`src/rtl/core_id_reader_if.sv`:
```
`default_nettype none
// ============================================================================
//  Module      : core_id_reader_if
//  Description : Register-bus link between the core-ID reader and the ID
//                register responder.
//  Revision    : 1.0 - initial release
// ============================================================================
interface core_id_reader_if;
    logic [7:0] zxuno_addr;
    logic       zxuno_regrd;
    logic       regaddr_changed;
    logic [7:0] din;
    logic       din_oe_n;

    modport master (
        output zxuno_addr,
        output zxuno_regrd,
        output regaddr_changed,
        input  din,
        input  din_oe_n
    );

    modport slave (
        input  zxuno_addr,
        input  zxuno_regrd,
        input  regaddr_changed,
        output din,
        output din_oe_n
    );
endinterface
`default_nettype wire

```
`src/rtl/core_id_reader.sv`:
```
`default_nettype none
// ============================================================================
//  Module      : core_id_reader
//  Description : Fetches the zero-terminated core-ID string from a register
//                bus into a 16-character buffer with indexed read-back.
//  Revision    : 1.0 - initial release
// ============================================================================
module core_id_reader #(
    parameter logic [7:0]  REG_ADDR   = 8'hFF,
    parameter int unsigned RD_CYCLES  = 2,
    parameter int unsigned GAP_CYCLES = 2
) (
    input  wire              clk,
    input  wire              rst,
    input  wire              start,
    output logic             busy,
    output logic             done,
    output logic             error,
    output logic [4:0]       len,
    input  wire  [3:0]       buf_addr,
    output logic [7:0]       buf_data,
    core_id_reader_if.master bus
);

    typedef enum logic [2:0] {
        IDLE   = 3'd0,
        SELECT = 3'd1,
        READ   = 3'd2,
        GAP    = 3'd3,
        DONE   = 3'd4
    } state_t;

    localparam logic [3:0] c_rd_reload  = 4'(RD_CYCLES - 1);
    localparam logic [3:0] c_gap_reload = 4'(GAP_CYCLES - 1);
    localparam logic [4:0] c_max_len    = 5'd16;

    state_t     r_state;
    logic [3:0] r_timer;
    logic [4:0] r_len;
    logic       r_busy;
    logic       r_done;
    logic       r_error;
    logic [7:0] r_addr;
    logic       r_regrd;
    logic       r_sel;
    logic [7:0] r_mem [16];
    logic [7:0] r_buf_data;

    logic w_last_rd;
    logic w_abort;
    logic w_store;
    logic w_finish;

    // Abort wins over the data byte; a full buffer ends the fetch without a gap.
    always_comb begin
        w_last_rd = (r_state == READ) && (r_timer == 4'd0);
        w_abort   = (r_state == READ) && bus.din_oe_n;
        w_store   = w_last_rd && !bus.din_oe_n && (bus.din != 8'h00) && (r_len < c_max_len);
        w_finish  = w_abort ||
                    (w_last_rd && ((bus.din == 8'h00) || (r_len == c_max_len - 5'd1)));
    end

    always_ff @(posedge clk) begin
        if (rst) begin
            r_state <= IDLE;
            r_timer <= 4'd0;
            r_len   <= 5'd0;
            r_busy  <= 1'b0;
            r_done  <= 1'b0;
            r_error <= 1'b0;
            r_addr  <= 8'h00;
            r_regrd <= 1'b0;
            r_sel   <= 1'b0;
        end else begin
            case (r_state)
                IDLE, DONE: begin
                    if (start) begin
                        r_state <= SELECT;
                        r_len   <= 5'd0;
                        r_done  <= 1'b0;
                        r_error <= 1'b0;
                        r_busy  <= 1'b1;
                        r_addr  <= REG_ADDR;
                        r_sel   <= 1'b1;
                        r_regrd <= 1'b0;
                    end
                end
                SELECT: begin
                    r_state <= READ;
                    r_timer <= c_rd_reload;
                    r_sel   <= 1'b0;
                    r_regrd <= 1'b1;
                end
                READ: begin
                    if (w_finish) begin
                        r_state <= DONE;
                        r_busy  <= 1'b0;
                        r_done  <= 1'b1;
                        r_error <= w_abort;
                        r_addr  <= 8'h00;
                        r_regrd <= 1'b0;
                    end else if (w_last_rd) begin
                        r_state <= GAP;
                        r_timer <= c_gap_reload;
                        r_regrd <= 1'b0;
                    end else begin
                        r_timer <= r_timer - 4'd1;
                    end
                    if (w_store) begin
                        r_len <= r_len + 5'd1;
                    end
                end
                GAP: begin
                    if (r_timer == 4'd0) begin
                        r_state <= READ;
                        r_timer <= c_rd_reload;
                        r_regrd <= 1'b1;
                    end else begin
                        r_timer <= r_timer - 4'd1;
                    end
                end
                default: begin
                    r_state <= IDLE;
                    r_busy  <= 1'b0;
                    r_done  <= 1'b0;
                    r_addr  <= 8'h00;
                    r_regrd <= 1'b0;
                    r_sel   <= 1'b0;
                end
            endcase
        end
    end

    // Buffer storage is never cleared; len gates stale characters on read-back.
    always_ff @(posedge clk) begin
        if (w_store && !rst) begin
            r_mem[r_len[3:0]] <= bus.din;
        end
    end

    always_ff @(posedge clk) begin
        if (rst) begin
            r_buf_data <= 8'h00;
        end else if ({1'b0, buf_addr} < r_len) begin
            r_buf_data <= r_mem[buf_addr];
        end else begin
            r_buf_data <= 8'h00;
        end
    end

    assign busy                = r_busy;
    assign done                = r_done;
    assign error               = r_error;
    assign len                 = r_len;
    assign buf_data            = r_buf_data;
    assign bus.zxuno_addr      = r_addr;
    assign bus.zxuno_regrd     = r_regrd;
    assign bus.regaddr_changed = r_sel;

endmodule
`default_nettype wire

```
`src/flat_wrapper.sv`:
```
// flat-port wrapper written by rule: the top's interface ports become plain ports
module core_id_reader_flat 
#(
    parameter logic [7:0]  REG_ADDR   = 8'hFF,
    parameter int unsigned RD_CYCLES  = 2,
    parameter int unsigned GAP_CYCLES = 2
)
  (clk, rst, start, busy, done, error, len, buf_addr, buf_data, bus_zxuno_addr, bus_zxuno_regrd, bus_regaddr_changed, bus_din, bus_din_oe_n);
  core_id_reader_if bus_i ();
  input  wire clk;
  input  wire rst;
  input  wire start;
  output logic busy;
  output logic done;
  output logic error;
  output logic [4:0] len;
  input  wire  [3:0] buf_addr;
  output logic [7:0] buf_data;
  output wire logic [$bits(bus_i.zxuno_addr)-1:0] bus_zxuno_addr;
  output wire logic [$bits(bus_i.zxuno_regrd)-1:0] bus_zxuno_regrd;
  output wire logic [$bits(bus_i.regaddr_changed)-1:0] bus_regaddr_changed;
  input wire logic [$bits(bus_i.din)-1:0] bus_din;
  input wire logic [$bits(bus_i.din_oe_n)-1:0] bus_din_oe_n;
  assign bus_zxuno_addr = bus_i.zxuno_addr;
  assign bus_zxuno_regrd = bus_i.zxuno_regrd;
  assign bus_regaddr_changed = bus_i.regaddr_changed;
  assign bus_i.din = bus_din;
  assign bus_i.din_oe_n = bus_din_oe_n;
  core_id_reader #(.REG_ADDR(REG_ADDR), .RD_CYCLES(RD_CYCLES), .GAP_CYCLES(GAP_CYCLES)) u_core (.clk(clk), .rst(rst), .start(start), .busy(busy), .done(done), .error(error), .len(len), .buf_addr(buf_addr), .buf_data(buf_data), .bus(bus_i));
endmodule
```
`config.mk`:
```
export PLATFORM = sky130hd
export DESIGN_NAME = core_id_reader_flat
export DESIGN_NICKNAME = d
export VERILOG_FILES = /design/src/rtl/core_id_reader_if.sv /design/src/rtl/core_id_reader.sv /design/src/flat_wrapper.sv
export SDC_FILE = /design/constraint.sdc
export NUM_CORES = 1
export LEC_CHECK = 0
export BUFFER_PORTS_ARGS = -buffer_cell sky130_fd_sc_hd__buf_2
export CAP_MARGIN = 5
export CORE_ASPECT_RATIO = 0.7
export CORE_UTILIZATION = 32
export DETAILED_ROUTE_END_ITERATION = 7
export GPL_TIMING_DRIVEN = 1
export SLEW_MARGIN = 20
export SYNTH_ARGS = -nofsm -noshare
export SYNTH_HDL_FRONTEND = slang
export SYNTH_SLANG_ARGS = --single-unit
export TNS_END_PERCENT = 100
```
`constraint.sdc`:
```
create_clock -name clk -period 3.49 [get_ports clk]
set_clock_uncertainty 0.05 [all_clocks]
set_input_delay 1.047 -clock clk [delete_from_list [all_inputs] [get_ports clk]]
set_output_delay 1.047 -clock clk [all_outputs]
set_load 0.02 [all_outputs]
```
==> results of run 1 <==
==> routing by layer <==
layer  vias to the layer above  share of wire  track usage  wire length, um
li1                       1573              -            -                -
met1                      1819           0.48        0.238             7160
met2                       146           0.44        0.222             6430
met3                         8          0.072       0.0429             1060
met4                         0         0.0077       0.0349              113
met5                         -              0            0                0
==> state kept, by name (all words and copies together) (netlist names) <==
signal	cells
u_core.bus.zxuno_addr	1
u_core.buf_data	8
u_core.r_mem	128
u_core.bus.zxuno_regrd	1
u_core.r_timer	4
u_core.r_state	3
u_core.len	5
u_core.done	1
u_core.error	1
u_core.bus.regaddr_changed	1
==> Yosys cell counts (all sizes together) (2+ instances only) <==
master  instances
buf            18
clkbuf          7
edfxtp        128
ha             10
mux2i           8
nand3           4
mux4           32
or4             2
inv            10
a22oi           2
nand2          13
nor2           20
a21oi          16
and3            2
nor4            3
nand2b          5
o21ai           9
dfxtp          25
nand3b          4
nor2b           9
a211oi         19
nor3            9
==> layout by cell type (no fill, tap or decap), types with 8 or more instances in the layout <==
| cell type | n |
|---|---|
| buf_4 | 29 |
| a211oi_1 | 18 |
| mux2i_1 | 8 |
| dfxtp_1 | 25 |
| o21ai_0 | 8 |
| clkbuf_16 | 17 |
| nor2_1 | 20 |
| nor2b_1 | 9 |
| mux4_2 | 32 |
| edfxtp_1 | 128 |
| buf_2 | 41 |
| nand2_1 | 13 |
| a21oi_1 | 16 |
| inv_1 | 10 |
| ha_1 | 10 |
==> worst max-delay path, delay by kind of cell <==
kind / cells / cell delay [ns]
AO/OA/AOI/OAI: 1 / 0.35
buffers and inverters: 3 / 0.60
AND/OR/NAND/NOR: 3 / 0.81
==> how the worst max path moves through the flow <==
| stage | start | to | slack [ns] | depth (start not counted) |
|---|---|---|---|---|
| after floorplan | bus_din_oe_n | u_core.r_mem[11][0] | 0.36 | 5 |
| after global placement | bus_din[5] | u_core.r_mem[2][2] | 0.33 | 7 |
| after detailed placement | bus_din[5] | u_core.r_mem[3][0] | 0.31 | 7 |
| after CTS | bus_din[5] | u_core.r_mem[3][2] | 0.74 | 7 |
| after global routing | bus_din[5] | u_core.len[0] | 0.64 | 7 |
| final | bus_din_oe_n | u_core.r_mem[9][6] | 0.75 | 7 |
==> final cells by class <==
class	count	area [sq um]	share of cell area
Clock buffer	18	429	0.0575
Sequential cell	153	4340	0.582
Multi-Input combinational cell	179	1760	0.235
Inverter	10	37.5	0.00503
Clock inverter	13	145	0.0194
Tap cell	264	330	0.0443
Timing Repair Buffer	70	423	0.0567
==> report_power, final <==
part           total, mW  internal, mW  switching, mW
combinational      0.253        0.0944          0.159
sequential          2.00          1.99         0.0119
clock               1.78          1.05          0.726
total               4.04          3.14          0.897
==> cell families (layout without fill, tap and decap cells) <==
group,after synthesis,after routing,synth area share
AOI/OAI and AO/OA,52,52,0.0547
adders and majority gates,10,10,0.0200
buffers and inverters,35,111,0.0293
DFF,153,153,0.693
muxes,40,40,0.128
and+or+nand+nor,77,77,0.0756
==> metrics, run 1 <==
Main synth FF type edfxtp_1; final global-route overflow total 0; ANT cells 0; DRC Markers 0; Reg2Reg Depth 8; IO buf count just over 40; row count between 40 and 50; crit-path max cell delay 0.54 ns; clock root buffer clkbuf_16; RSZ-0062 raised after global routing false; CTS clk-pin slew, worst paths about 0.06 ns; number of global-route vias before repair around 3600; H-tree levels 4; PwrDens around 540 mW/mm^2; drt wl/cell ~21 um; placer congestion estimate a little over 0.8; most used cell, CP buf_4; Post-Route WL between 10000 and 15000 um; max-cap violations 0; Syn-to-layout area delta 19.0%; cts bufs inserted 17; Worst-Skew Late Latency 0.42 ns; # placed instances between 600 and 700; maximum VDD drop ~0.0003 V; die height between 100 and 150 um; fillers approximately 1800; crit path max-delay cell type or4b_4; vias per std cell roughly 5.0; Hold WS 0.422 ns; Fin. Hold Viols 0; relative slew slack 0.317; worst r2r dst u_core.r_mem[9][6]; total core area 0.0190 sq mm; number of synthesized register bits around 150; clock tree buffer depth 2; WP data required between 3 and 4 ns; HPWL after DPL between 10000 and 15000 um; Layout Nets 457; Post-Layout Cell Count slightly above 700; Critical Path Sink Type register; antenna-violating nets left 0; Post-Syn Area roughly 0.0063 sq mm; worst setup slack after layout 0.746 ns; Synth area leader edfxtp_1; worst slew pin tran between 1 and 1.5 ns; Tcrit/Tclk final 0.786; Total Routing Usage GR 0.157; top cells by area, synth edfxtp_1 61%, mux4_2 11%, dfxtp_1 8.0%; Final Max Tran Viols 0; initial drt markers roughly 380; FF-to-FF Start u_core.r_timer[0]; Die ar. 0.0202 sq mm; first-pass GRT wire length 22500 um; initial antenna violation count 0; status complete, no violations; WHS Path Cells 2; CP Max Fanout 12; Mapped Nets approximately 400; Fmax around 360 MHz; fin util 0.392; worst hold path type register to register; Initial Utilization 0.330; Tot Pwr between 4 and 5 mW; leak pwr between 2 and 3 nW; crit path launch type input pin; Synth Instances ~370; fin area 0.00746 sq mm; setup_tns 0 ns; asr flop ratio synth 0; layout cells sized above 1 0.327; largest net degree at the start of global routing 25; sequential fraction of the synthesis area 0.693; hold buffer count at CTS 0; Post-synth EDFFs between 100 and 150; post-CTS resize count 0; top cell type's share of synthesized area 0.613; crit path cell chain buf_2 > or4b_4 > a2111oi_4 > buf_4 > nand3b_4 > nor2_1 > buf_4; Mapped Avg Cell Area about 17 sq um; Final min period about 2.7 ns; setup bufs post-CTS 0; Chip Width ~170 um; Netlist cell types 41; CP arrival around 2.8 ns; dpl cell area roughly 0.0069 sq mm; worst reg-to-reg setup slack ~0.96 ns; terminating pin of the worst hold path u_core.done; CTS tree built; Pre-antenna DRT Iters 4; vias around 3500; hold_sp u_core.done; synth warn 0; Final Setup Violations 0; number of clock sinks ~150; worst slack, placed approximately 0.31 ns; critical path type input pin to register; I/O pin count 42
Note: power is estimated with default switching activity, not from simulation.
==> run 2, diff against run 1 <==
ABC_AREA = 1   (was unset)
clock period = 2.3 ns   (was 3.49 ns; I/O delays follow)
==> run 2 against run 1 <==
Synthesized area grew 2.7%. Non-clock buffer count rose by 10. Critical path depth is 3 higher. Synthesized cell count up 61%. Critical endpoint is now u_core.r_mem[15][1]. Largest cell class unchanged. Largest power group unchanged. Highest routed layer unchanged.
==> metrics, run 2 <==
Switching Fraction 0.269 (+0.0470); number of global-route vias before repair 4408 (+22%); DRC Markers 0 (unchanged); CP arrival 2.24 ns (-0.57 ns); leak pwr 2.83 nW (+7.0%); critical path type register to register; clock root buffer clkbuf_16; commonest cells after routing, fill and taps aside 128 x edfxtp_1, 123 x nor2_1, 91 x o21ai_0; most common cell after layout, fill and taps aside edfxtp_1; top cells by area, synth edfxtp_1 60%, nor2_1 8.1%, dfxtp_1 7.8%; WHS Path Cells 2 (unchanged); CP startpoint u_core.r_timer[0]; asr flop ratio synth 0 (unchanged); Final min period ~2.2 ns; initial drt markers 617 (+62%); CTS clk-pin slew, worst paths 0.07 ns (about the same); Final Max Tran Viols 0 (unchanged); worst setup slack after layout 0.0939 ns (-0.652 ns); sequential fraction of the synthesis area 0.675 (-0.0182); top cell type's share of synthesized area 0.597 (-0.0161); ANT cells 0 (unchanged); Hold WS 0.412 ns (-0.00939 ns); I/O pin count 42 (unchanged); worst hold path type register to register; Layout Nets 684 (+50%); crit path max-delay cell type nor2_2; Total Routing Usage GR 0.178 (+0.0215); Fin. Hold Viols 0 (unchanged); crit path launch type register; cts bufs inserted 17 (unchanged); worst reg-to-reg setup slack 0.09 ns (-0.87 ns); HPWL after DPL 11700 um (+12%); Buf/Inv on CP 3 (unchanged); Die ar. 0.0207 sq mm (+2.7%); setup bufs post-CTS 0 (unchanged); status complete, no violations; largest net degree at the start of global routing 47 (+88%); Post-Route WL 17100 um (+16%); row count 43 (+2.4%); drt wl/cell 18.2 um (-13%); FF-to-FF Start u_core.r_timer[0]; Post-synth EDFFs 128 (unchanged); layout cells sized above 1 0.207 (-0.120); count leader, synth nor2_1; die height 121 um (+1.3%); # placed instances 909 (+34%); Chip Width 172 um (+1.3%); Final Setup Violations 0 (unchanged); Initial Utilization 0.326 (-0.00350); placer congestion estimate 0.861 (+5.2%); worst slew pin tran 0.522 ns (-0.494 ns); Synth Instances 592 (+61%); fin area 0.00782 sq mm (+4.7%); first-pass GRT wire length 26600 um (+18%); Fmax between 400 and 500 MHz; relative slew slack 0.649 (+0.332); number of clock sinks 153 (unchanged); crit path cell chain inv_1 > ha_1 > nand2_1 > nor2_1 > inv_1 > nor2_4 > nand4_1 > inv_2 > nand2_1 > nor2_2; antenna-violating nets left 0 (unchanged); Pre-antenna DRT Iters 5 (+1); Mapped Nets 618 (+57%); dpl cell area 0.00717 sq mm (+4.1%); Comb power frac 0.107 (+0.044); crit-path max cell delay 0.41 ns (-0.13 ns); Post-Syn Area 0.00644 sq mm (+2.7%); H-tree levels 4 (unchanged); PwrDens 846 mW/mm^2 (+57%); worst slack, placed -0.319 ns (-0.632 ns); final global-route overflow total 0 (unchanged); CP Max Fanout 8 (-4); Netlist cell types 33 (-20%); Syn-to-layout area delta 21.4%; IO buf count 41 (unchanged); initial antenna violation count 0 (unchanged); max-cap violations 0 (unchanged); CTS tree built; vias 4575 (+29%); hold_sp u_core.error; Post-Layout Cell Count 941 (+33%); delay-heaviest family, CP simple AND/OR/NAND/NOR gates; Synth area leader edfxtp_1; Worst-Skew Late Latency 0.44 ns (+0.02 ns); worst r2r dst u_core.r_mem[15][1]; Post-synth top cells 139 x nor2_1, 128 x edfxtp_1, 91 x o21ai_0; WP data required 2.33 ns (-1.23 ns); vias per std cell 4.86 (-3.1%); clock network fraction of design power 0.430 (-0.011); Mapped Avg Cell Area 10.9 sq um (-36%); Critical Path Sink Type register; total core area 0.0197 sq mm (+3.8%); Seq pwr share 0.463 (-0.033); clock tree buffer depth 2 (unchanged); RSZ-0062 raised after global routing true; terminating pin of the worst hold path u_core.error; max reg flops 128 (unchanged); Reg2Reg Depth 10 (+2); Main synth FF type edfxtp_1; number of synthesized register bits 153 (unchanged); Tcrit/Tclk final 0.959; synth warn 0 (unchanged); maximum VDD drop 0.000604 V (+100%); switching pwr 1.78 mW (+99%); internal power 4.83 mW (+54%)
## run 2: worst min-delay path: cells and delay by family, from the launching register on
kind,cells,cell delay [ns]
flops,1,0.31
simple gates,1,0.06
compound gates,1,0.05
## run 2: per-stage QoR
| step | power [mW] | utilization | setup TNS [ns] |
|---|---|---|---|
| 4_1_cts | 6.63 | 0.395 | -2.76 |
| 2_1_floorplan | 3.57 | - | 0 |
| 6_report | 6.62 | 0.396 | 0 |
| 3_5_place_dp | 3.83 | 0.363 | -35.80 |
| 5_1_grt | 6.85 | 0.396 | -8.51 |
| 3_3_place_gp | 3.83 | 0.363 | -29.07 |
## run 2: timing repair
action / 4_1_cts / 5_1_grt
endpoints found under the hold margin: 0 / 0
hold buffers: 0 / 0
resized for setup: 8 / 9
endpoints found under the setup margin: 104 / 128
## run 2: power by group through the flow
stage / Sequential, mW / Combinational [mW] / Clock (mW)
after floorplan: 3.15 / 0.416 / 0
after global placement: 3.12 / 0.708 / 0
after detailed placement: 3.12 / 0.702 / 0
after CTS: 3.06 / 0.706 / 2.86
after global routing: 3.07 / 0.789 / 2.99
final: 3.06 / 0.710 / 2.84
## run 2: layer usage
metal / share of wire / global-route usage
met1: 0.49 / 0.275
met4: 0.013 / 0.0547
met2: 0.41 / 0.233
met5: 0 / 0
met3: 0.088 / 0.0530
## run 2: cells by family (layout without fill, tap and decap cells)
logic type                 count (synthesis)  count (layout)  synth area share
AOI/OAI and AO/OA                        133             133             0.111
xor gates and xnor gates                   3               3           0.00408
and+or+nand+nor                          229             229             0.147
DFF                                      153             153             0.675
adders and majority gates                 10              10            0.0194
buffers and inverters                     64             143            0.0443
## run 2: final cells by class
type                    count  area, sq um
fillers                  1903        11900
flip-flops and latches    153         4340
multi-input cells         375         1860
repair buffers             80          561
clock buffers              17          425
well taps                 270          338
clock inverters            15          175
inverters                  31          119
## run 2: worst max-delay path by stage
stage	end	slack [ns]	depth (start not counted)
after detailed placement	u_core.r_mem[13][1]	-0.32	9
final	u_core.r_mem[15][1]	0.09	10
after global placement	u_core.r_mem[15][5]	-0.29	9
after global routing	u_core.r_mem[15][1]	-0.1	10
after CTS	u_core.r_mem[13][0]	-0.07	10
after floorplan	u_core.r_mem[3][0]	0.24	10
